**src/rtl/bip_control_if.sv**
```systemverilog
// rtl/bip_control_if.sv - BIP1 control unit bus: program-memory fetch and datapath/data-memory controls
interface bip_control_if #(
   parameter int NB_DATA    = 16,
   parameter int NB_OPERAND = 11,
   parameter int NB_ADDR    = 11,
   parameter int NB_CYCLES  = 32
);
   logic [NB_ADDR-1:0]    pc_addr;
   logic                  rd_instr;
   logic [NB_DATA-1:0]    instruction;
   logic [1:0]            sel_a;
   logic                  sel_b;
   logic                  wr_acc;
   logic                  op;
   logic [NB_OPERAND-1:0] operand;
   logic                  wr_ram;
   logic                  rd_ram;
   logic                  halt;
   logic [NB_CYCLES-1:0]  cycle_count;

   modport master (
      output pc_addr, rd_instr, sel_a, sel_b, wr_acc, op, operand, wr_ram, rd_ram, halt, cycle_count,
      input  instruction
   );

   modport slave (
      input  pc_addr, rd_instr, sel_a, sel_b, wr_acc, op, operand, wr_ram, rd_ram, halt, cycle_count,
      output instruction
   );
endinterface

```
**src/rtl/bip_control.sv**
```systemverilog
// rtl/bip_control.sv - BIP1 fetch/decode control unit with PC, HLT stop and saturating cycle counter
// Optional: define BIP_CTRL_ILLEGAL_HALT_EN to halt on opcodes 01000-11111 instead of treating them as NOP.
module bip_control #(
   parameter int NB_DATA    = 16,
   parameter int NB_OPCODE  = 5,
   parameter int NB_OPERAND = 11,
   parameter int NB_ADDR    = 11,
   parameter int NB_CYCLES  = 32
) (
   input  logic            i_clk,
   input  logic            i_rst,
   input  logic            i_start,
   bip_control_if.master   bus
);
   typedef enum logic [1:0] {IDLE, FETCH, EXEC, HALT} state_t;

   localparam logic [NB_OPCODE-1:0] OP_HLT  = NB_OPCODE'(0);
   localparam logic [NB_OPCODE-1:0] OP_STO  = NB_OPCODE'(1);
   localparam logic [NB_OPCODE-1:0] OP_LD   = NB_OPCODE'(2);
   localparam logic [NB_OPCODE-1:0] OP_LDI  = NB_OPCODE'(3);
   localparam logic [NB_OPCODE-1:0] OP_ADD  = NB_OPCODE'(4);
   localparam logic [NB_OPCODE-1:0] OP_ADDI = NB_OPCODE'(5);
   localparam logic [NB_OPCODE-1:0] OP_SUB  = NB_OPCODE'(6);
   localparam logic [NB_OPCODE-1:0] OP_SUBI = NB_OPCODE'(7);

   state_t                 state;
   logic [NB_ADDR-1:0]     pc;
   logic                   rd_instr;
   logic                   halt;
   logic [NB_CYCLES-1:0]   cycle_count;
   logic [NB_OPCODE-1:0]   opcode;
   logic                   stop;
   logic [1:0]             sel_a;
   logic                   sel_b;
   logic                   wr_acc;
   logic                   op;
   logic                   wr_ram;
   logic                   rd_ram;
   logic [NB_OPERAND-1:0]  operand;

   assign opcode = bus.instruction[NB_DATA-1 -: NB_OPCODE];

   // Decode must be combinational: the instruction only becomes valid in EXEC.
   always_comb begin
      sel_a   = 2'b00;
      sel_b   = 1'b0;
      wr_acc  = 1'b0;
      op      = 1'b0;
      wr_ram  = 1'b0;
      rd_ram  = 1'b0;
      operand = '0;
      stop    = 1'b0;
      if (state == EXEC) begin
         operand = bus.instruction[NB_OPERAND-1:0];
         case (opcode)
            OP_HLT:  stop = 1'b1;
            OP_STO:  wr_ram = 1'b1;
            OP_LD:   begin sel_a = 2'b00; rd_ram = 1'b1; wr_acc = 1'b1; end
            OP_LDI:  begin sel_a = 2'b01; wr_acc = 1'b1; end
            OP_ADD:  begin sel_a = 2'b10; rd_ram = 1'b1; wr_acc = 1'b1; end
            OP_ADDI: begin sel_a = 2'b10; sel_b = 1'b1; wr_acc = 1'b1; end
            OP_SUB:  begin sel_a = 2'b10; op = 1'b1; rd_ram = 1'b1; wr_acc = 1'b1; end
            OP_SUBI: begin sel_a = 2'b10; sel_b = 1'b1; op = 1'b1; wr_acc = 1'b1; end
            default: begin
`ifdef BIP_CTRL_ILLEGAL_HALT_EN
               stop = 1'b1;
`else
               stop = 1'b0;
`endif
            end
         endcase
      end
   end

   always_ff @(posedge i_clk or negedge i_rst) begin
      if (!i_rst) begin
         state       <= IDLE;
         pc          <= '0;
         rd_instr    <= 1'b0;
         halt        <= 1'b0;
         cycle_count <= '0;
      end else begin
         if ((state == FETCH || state == EXEC) && cycle_count != {NB_CYCLES{1'b1}})
            cycle_count <= cycle_count + NB_CYCLES'(1);
         case (state)
            IDLE: begin
               if (i_start) begin
                  state    <= FETCH;
                  rd_instr <= 1'b1;
               end
            end
            FETCH: begin
               state    <= EXEC;
               rd_instr <= 1'b0;
            end
            EXEC: begin
               if (stop) begin
                  state <= HALT;
                  halt  <= 1'b1;
               end else begin
                  pc       <= pc + NB_ADDR'(1);
                  state    <= FETCH;
                  rd_instr <= 1'b1;
               end
            end
            HALT:    state <= HALT;
            default: state <= IDLE;
         endcase
      end
   end

   assign bus.pc_addr     = pc;
   assign bus.rd_instr    = rd_instr;
   assign bus.halt        = halt;
   assign bus.cycle_count = cycle_count;
   assign bus.sel_a       = sel_a;
   assign bus.sel_b       = sel_b;
   assign bus.wr_acc      = wr_acc;
   assign bus.op          = op;
   assign bus.wr_ram      = wr_ram;
   assign bus.rd_ram      = rd_ram;
   assign bus.operand     = operand;
endmodule
```
**src/flat_wrapper.sv**
```systemverilog
// flat-port wrapper written by rule: the top's interface ports become plain ports
module bip_control_flat 
#(
   parameter int NB_DATA    = 16,
   parameter int NB_OPCODE  = 5,
   parameter int NB_OPERAND = 11,
   parameter int NB_ADDR    = 11,
   parameter int NB_CYCLES  = 32
)
  (i_clk, i_rst, i_start, bus_pc_addr, bus_rd_instr, bus_sel_a, bus_sel_b, bus_wr_acc, bus_op, bus_operand, bus_wr_ram, bus_rd_ram, bus_halt, bus_cycle_count, bus_instruction);
  bip_control_if #(.NB_DATA(NB_DATA), .NB_OPERAND(NB_OPERAND), .NB_ADDR(NB_ADDR), .NB_CYCLES(NB_CYCLES)) bus_i ();
  input  logic i_clk;
  input  logic i_rst;
  input  logic i_start;
  output wire logic [$bits(bus_i.pc_addr)-1:0] bus_pc_addr;
  output wire logic [$bits(bus_i.rd_instr)-1:0] bus_rd_instr;
  output wire logic [$bits(bus_i.sel_a)-1:0] bus_sel_a;
  output wire logic [$bits(bus_i.sel_b)-1:0] bus_sel_b;
  output wire logic [$bits(bus_i.wr_acc)-1:0] bus_wr_acc;
  output wire logic [$bits(bus_i.op)-1:0] bus_op;
  output wire logic [$bits(bus_i.operand)-1:0] bus_operand;
  output wire logic [$bits(bus_i.wr_ram)-1:0] bus_wr_ram;
  output wire logic [$bits(bus_i.rd_ram)-1:0] bus_rd_ram;
  output wire logic [$bits(bus_i.halt)-1:0] bus_halt;
  output wire logic [$bits(bus_i.cycle_count)-1:0] bus_cycle_count;
  input wire logic [$bits(bus_i.instruction)-1:0] bus_instruction;
  assign bus_pc_addr = bus_i.pc_addr;
  assign bus_rd_instr = bus_i.rd_instr;
  assign bus_sel_a = bus_i.sel_a;
  assign bus_sel_b = bus_i.sel_b;
  assign bus_wr_acc = bus_i.wr_acc;
  assign bus_op = bus_i.op;
  assign bus_operand = bus_i.operand;
  assign bus_wr_ram = bus_i.wr_ram;
  assign bus_rd_ram = bus_i.rd_ram;
  assign bus_halt = bus_i.halt;
  assign bus_cycle_count = bus_i.cycle_count;
  assign bus_i.instruction = bus_instruction;
  bip_control #(.NB_DATA(NB_DATA), .NB_OPCODE(NB_OPCODE), .NB_OPERAND(NB_OPERAND), .NB_ADDR(NB_ADDR), .NB_CYCLES(NB_CYCLES)) u_core (.i_clk(i_clk), .i_rst(i_rst), .i_start(i_start), .bus(bus_i));
endmodule
```
**config.mk**
```make
export PLATFORM = sky130hd
export DESIGN_NAME = bip_control_flat
export DESIGN_NICKNAME = d
export VERILOG_FILES = /design/src/rtl/bip_control_if.sv /design/src/rtl/bip_control.sv /design/src/flat_wrapper.sv
export SDC_FILE = /design/constraint.sdc
export NUM_CORES = 1
export LEC_CHECK = 0
export BUFFER_PORTS_ARGS = -buffer_cell sky130_fd_sc_hd__buf_2
export CAP_MARGIN = 25
export CORE_MARGIN = 2
export CORE_UTILIZATION = 54
export CTS_CLUSTER_DIAMETER = 60
export DETAILED_ROUTE_END_ITERATION = 6
export PLACE_DENSITY = 0.93
export RECOVER_POWER = 50
export SETUP_SLACK_MARGIN = 0.4
export SYNTH_ARGS = -nofsm -noshare
export SYNTH_HDL_FRONTEND = slang
export SYNTH_SLANG_ARGS = --single-unit
export TNS_END_PERCENT = 10
```
**constraint.sdc**
```tcl
create_clock -name i_clk -period 4.85 [get_ports i_clk]
set_input_delay 0.2425 -clock i_clk [delete_from_list [all_inputs] [get_ports i_clk]]
set_output_delay 0.2425 -clock i_clk [all_outputs]
set_load 0.05 [all_outputs]
```
==> results.toml, run 1 <==
[setup_path]
required_ns = 4.61
arrival_ns = 2.44
cp_slowest_cell = "nor3b_1"
max_stage_delay_ns = 0.54
worstPathMaxFanout = 14
cp_cell_sequence = "inv_1, ha_1, nor3b_1, nand2_1, nor3b_1, buf_2"
worst_setup_path_start_kind = "register"
crit_type = "reg -> out"
crit_path_frequent_cell = "nor3b_1"
end_kind = "primary output"

[placed_design]
preCtsSetupSlack_ns = 2.51
hpwl_microns = 4350
dp_cells = 365
portBuffers = 81
place_congestion = 0.990

[clocking]
clk_pin_slew_ns = 0.09
clock-sinks = 47
cts_inserted_buffers = 5
cts_buffer_depth = 2
cts_tree = "done"
clock_latency_ns = 0.31
cts_root_buf = "clkbuf_8"
cts.htree.levels = 2
cts_setup_buffers = 0

[die]
die_w_microns = 71.6
start_util_pct = 56.2
die_area_sq_mm = 0.00512
core_sq_mm = 0.00438
fp-row-count = 24
pin_count = 82
fp.dieH_microns = 71.6

[routing]
vias = 2161
drc_errors = 0
ant_nets = 0
via_per_inst = 5.76
wl_per_cell_microns = 15.2
firstDrtPassIters = 5
initialDrtViolationCount = 118
totalWireLength_microns = 5710

[synthesis]
synth_top_area_share_pct = 47.7
synthTopCellsByArea = "dfrtp_1 (48%), xnor2_1 (8.9%), nand4_1 (5.3%)"
async_reset_ff_share_pct = 100
ys_seq_area_share_pct = 47.7
synth_top_cell_by_area = "dfrtp_1"
synth_fp_nets = 260
synth_cell_types = 39
syn_area_sq_mm = 0.00246
synth-main-ff-cell = "dfrtp_1"
ys_warn_count = 0
syn_avg_cell_area_sq_um = 10.5
ys_seq_elements = 47
syn_inst = 235
synth_edf_count = 0

[sta]
finalSetupViolCount = 0
hold_viol = 0
max_slew_margin_pct = -6.54
slew_viol_final = 32
period_minus_slack_ns = 2.69
post-route-period-util_pct = 55.4
layout_setup_ws_ns = 2.16
rsz0062_at_grt = "false"
fmax_mhz = 372
tightestPinTransition_ns = 1.60
final.setup.tns_ns = 0
skew_ns = 0.00883

[pwr]
p_leak_nw = 1.43
power_mw = 1.42
cellPowerDensity_mw_per_mm2 = 476
ir_drop_mv = 0.377

[cells_and_area]
area_growth_pct = 21.2
drive_above_1_share_pct = 21.1
antenna-diode-count = 0
fin_cells = 375
nets = 347

[grt]
antenna_found_initial = 0
use_met2_pct = 38.3
grt_pass1_vias = 1959
met3_usage_pct = 6.05
track_usage_pct = 22.6
gr-usage-met1_pct = 27.8
top_usage_layer = "met2"
grt_max_degree = 48
grt-ovfl-total = 0
grt_pass1_wl_microns = 9020

[min_path]
worst_hold_path_type = "in -> reg"

[run_status]
violations = "max-capacitance violations, max-slew violations"
status = "finished with violations"

[run]
cap_viol_max_count = 1
[cells in the final DEF, fill, tap and decap left out, drive strengths merged]
| cell type | count |
|---|---|
| buf | 50 |
| dfrtp | 47 |
| clkbuf | 37 |
| xnor2 | 25 |
| nand4 | 22 |
| nor2 | 16 |
| nand3 | 16 |
| nand2 | 15 |
| and2 | 13 |
| and3 | 12 |
| xor2 | 12 |
| a21oi | 9 |
| nor3 | 7 |
| ha | 6 |
| nor4 | 4 |
| o21a | 3 |
| and4 | 3 |
| nand2b | 3 |
| inv | 3 |
| mux2 | 3 |
| nor3b | 2 |
| nand3b | 2 |
| clkinvlp | 2 |
| nor2b | 1 |
| or3 | 1 |
| a41oi | 1 |
| nand4b | 1 |
| or2 | 1 |
| o21ai | 1 |
| a2111oi | 1 |
| a31oi | 1 |
| a21boi | 1 |
| a311oi | 1 |
| dlygate4sd3 | 1 |
[worst paths after layout]
check,startpoint,slack [ns],cells past startpoint,endpoint
max in group asynchronous,i_rst,2.32,3,u_core.bus.cycle_count[24]$_DFFE_PN0P_
worst max-delay path,u_core.state[0]$_DFFE_PN0P_,2.16,6,bus_sel_a[0]
worst max register to register,u_core.state[0]$_DFFE_PN0P_,2.57,6,u_core.bus.cycle_count[29]$_DFFE_PN0P_
worst min-delay path,i_start,0.14,2,u_core.bus.rd_instr$_DFFE_PN0P_
worst min register to register,u_core.bus.pc_addr[10]$_DFFE_PN0P_,0.48,1,u_core.bus.pc_addr[10]$_DFFE_PN0P_
min in group asynchronous,i_rst,0.56,2,u_core.bus.cycle_count[0]$_DFFE_PN0P_
[area by class of cell]
| cell class | instances | area [sq um] |
|---|---|---|
| Timing Repair Buffer | 83 | 380 |
| Clock buffer | 5 | 68.8 |
| Tap cell | 52 | 65.1 |
| Multi-Input combinational cell | 183 | 1260 |
| Inverter | 2 | 7.51 |
| Sequential cell | 47 | 1180 |
| Clock inverter | 3 | 23.8 |
| Fill cell | 343 | 1400 |
[synth_stat cells, types with 2 or more instances]
master    instances
nor3_1            7
and3_1           12
nor2_1           16
nand2b_1          3
nand2_1          14
nor4_4            2
nand3_1          15
nor3b_1           2
and2_1           12
xnor2_1          25
mux2_2            2
nand4_1          21
ha_1              6
nor4_1            2
o21a_1            3
xor2_1           12
a21oi_1           9
dfrtp_1          47
inv_1             2
nand3b_1          2
and4_1            3
[power breakdown]
| part | total (mW) | internal (mW) | switching [mW] |
|---|---|---|---|
| clock network | 0.243 | 0.103 | 0.140 |
| registers | 0.556 | 0.462 | 0.0945 |
| logic | 0.621 | 0.165 | 0.456 |
[sequential cells by signal (all words and copies together), names as in the netlist]
register and flops:
u_core.state 2, u_core.bus.cycle_count 32, u_core.bus.halt 1, u_core.bus.rd_instr 1, u_core.bus.pc_addr 11
[stage by stage]
| step | hold WS, ns | util, % | cell area [sq um] |
|---|---|---|---|
| 2_1_floorplan | -0.0531 | - | 2460 |
| 3_5_place_dp | 0.456 | 66.6 | 2920 |
| 6_report | 0.137 | 68.1 | 2990 |
| 4_1_cts | 0.132 | 68.7 | 3010 |
| 3_3_place_gp | 0.443 | 66.6 | 2920 |
| 5_1_grt | 0.139 | 68.1 | 2990 |
[worst max-delay path, delay by kind of cell, from the launching register on]
kind | cells | cell delay [ns]
and+or+nand+nor | 3 | 0.92
DFF | 1 | 0.44
adders and majority gates | 1 | 0.36
buffers and inverters | 2 | 0.41
[metal layers]
metal,wire [microns],up-vias
li1,-,1024
met1,2310,1015
met2,2800,109
met3,511,13
met4,98,0
met5,0,-
[logic make-up (layout without fill, tap and decap cells)]
kind of cell / count (synthesis) / count (layout) / synth area share [%]
adder cells (fa/ha/maj): 6 / 6 / 3.05
multiplexers: 3 / 3 / 1.37
XOR/XNOR: 37 / 37 / 13.1
AO/OA/AOI/OAI: 18 / 18 / 5.48
flip-flops: 47 / 47 / 47.7
AND/OR/NAND/NOR: 119 / 119 / 28.3
buffers and inverters: 5 / 93 / 0.964
[repair_timing]
action | in CTS | in global routing
hold buffers | 0 | 1
endpoints found under the hold margin | 0 | 16
gates resized for setup | 0 | 0
No activity file was read; power rests on OpenSTA's default activity.
==> run 2, diff against run 1 <==
Settings changed: CORE_UTILIZATION 54 to 50, PLACE_DENSITY 0.93 to 0.87.
Clock period 4.85 ns to 2.5 ns, I/O delays scaled along.
==> run 2 against run 1 <==
Compared with the run above:
- the run now ends clean
- sequential cell count did not move
- non-clock buffer count increased by 8
- worst setup slack worse by 1.9 ns
- clock power grew 100%
- sequential share of layout area down 1.5 points
- utilization fell by 2.4 points
- global-route usage fell by 1.1 points
- first-iteration DRC count is 25% lower
- register-to-register slack worse by 2.3 ns
- largest cell class unchanged
- highest routed layer unchanged
==> results.toml, run 2 (synthesis results as in run 1) <==
[grt]
grt-ovfl-total = 0
grt_pass1_wl_microns = 9060
grt_pass1_vias = 1997
antenna_found_initial = 0
track_usage_pct = 21.5
grt_max_degree = 48

[setup_path]
arrival_ns = 2.43
crit_start = "u_core.state[0]$_DFFE_PN0P_"
cp_cell_sequence = "inv_1, ha_1, nand3_2, a2111oi_4, buf_4, nand4_1, xnor2_1"
path_buf_inv = 2
worst_setup_path_start_kind = "register"
crit_cells = 7
r2r_cells = 7
end_kind = "register"
max_stage_delay_ns = 0.46
r2r-start = "u_core.state[0]$_DFFE_PN0P_"
worstPathMaxFanout = 8
required_ns = 2.71
crit_family = "adder cells"
crit_type = "reg -> reg"
cp_slowest_cell = "ha_1"

[cells_and_area]
regMostFlops = "u_core.bus.cycle_count"
antenna-diode-count = 0
multi_input_area_sq_mm = 0.00130
regArea_sq_mm = 0.00118
area_growth_pct = 25.9
fin_cells = 398
nets = 355
nFillCells = 392
largest_reg_flops = 32
final_cell_mix = "buf_2 (49), dfrtp_1 (47), clkbuf_1 (31), xnor2_1 (25), nand4_1 (21)"
drive_above_1_share_pct = 24.8
final_common_cell = "buf_2"

[routing]
firstDrtPassIters = 4
totalWireLength_microns = 6040
initialDrtViolationCount = 89
drc_errors = 0
vias = 2247
ant_nets = 0
via_per_inst = 5.65
wl_per_cell_microns = 15.2

[die]
die_w_microns = 74.2
start_util_pct = 52.2
core_sq_mm = 0.00472
pin_count = 82
fp-row-count = 25
die_area_sq_mm = 0.00551
fp.dieH_microns = 74.2

[sta]
skew_ns = 0.0129
post-route-period-util_pct = 88.9
fmax_mhz = 450
rsz0062_at_grt = "true"
slew_viol_final = 0
whs_ns = 0.0152
max_slew_margin_pct = 30.7
hold_viol = 0
tightestPinTransition_ns = 1.04
finalSetupViolCount = 0
final.setup.tns_ns = 0
period_minus_slack_ns = 2.22

[placed_design]
dp_cells = 383
portBuffers = 81
hpwl_microns = 4320
place_congestion = 0.892

[run]
cap_viol_max_count = 0

[min_path]
whs_path_depth = 2
hp-start = "i_start"
worst_hold_path_type = "in -> reg"

[clocking]
cts_inserted_buffers = 5
cts_buffer_depth = 2
clk_pin_slew_ns = 0.10
clock_latency_ns = 0.31
cts_root_buf = "clkbuf_8"
cts.htree.levels = 2
cts_tree = "done"
clock-sinks = 47

[pwr]
p_leak_nw = 1.48
ir_drop_mv = 0.465
cellPowerDensity_mw_per_mm2 = 912

[run_status]
status = "completed"
## run 2: layer usage
layer | part of all wire, % | track usage [%] | up-vias
met5 | 0 | 0 | -
met1 | 39 | 24.9 | 1064
li1 | - | - | 1040
met2 | 51 | 38.3 | 126
met3 | 8.4 | 5.15 | 17
met4 | 2.0 | 8.53 | 0
## run 2: cell type report
class	count	area share, %
multi-input combinational	183	41.8
clock buffer	5	2.22
sequential	47	37.9
inverter	2	0.242
tap	67	2.70
clock inverter	3	0.887
timing repair buffer	91	14.3
## run 2: report_power, final
| group | leakage (nW) | switching [mW] | internal, mW |
|---|---|---|---|
| sequential | 0.626 | 0.181 | 0.896 |
| combinational | 0.812 | 0.902 | 0.357 |
| clock | 0.0467 | 0.288 | 0.208 |
## run 2: worst paths after layout
kind | endpoint | slack (ns)
max | u_core.bus.cycle_count[29]$_DFFE_PN0P_ | 0.28
min | u_core.bus.rd_instr$_DFFE_PN0P_ | 0.02
max reg2reg | u_core.bus.cycle_count[29]$_DFFE_PN0P_ | 0.28
min reg2reg | u_core.bus.halt$_DFFE_PN0P_ | 0.48
max in group asynchronous | u_core.bus.cycle_count[4]$_DFFE_PN0P_ | 1.06
min in group asynchronous | u_core.bus.pc_addr[10]$_DFFE_PN0P_ | 0.17
## run 2: stage by stage
| stage | cell area (sq um) | total power, mW | utilization, % | setup WS [ns] |
|---|---|---|---|---|
| global placement | 2970 | 2.32 | 62.8 | 0.427 |
| finish | 3100 | 2.83 | 65.7 | 0.278 |
| CTS | 3070 | 2.85 | 64.9 | 0.291 |
| detailed placement | 2970 | 2.35 | 62.8 | 0.342 |
| global route | 3100 | 2.99 | 65.7 | 0.209 |
| floorplan | 2470 | 2.02 | - | 0.0336 |
## run 2: worst register-to-register path: stages (launching register included)
cell       delay (ns)
dfrtp_1          0.42
inv_1            0.09
ha_1             0.46
nand3_2          0.18
a2111oi_4        0.46
buf_4            0.22
nand4_1          0.13
xnor2_1          0.17
## run 2: what timing repair did
item | in CTS | in global routing
pin swaps | 0 | 2
hold endpoints to repair | 0 | 47
gates resized for setup | 1 | 8
setup buffers | 0 | 5
setup endpoints to repair | 11 | 22
hold buffers | 0 | 1
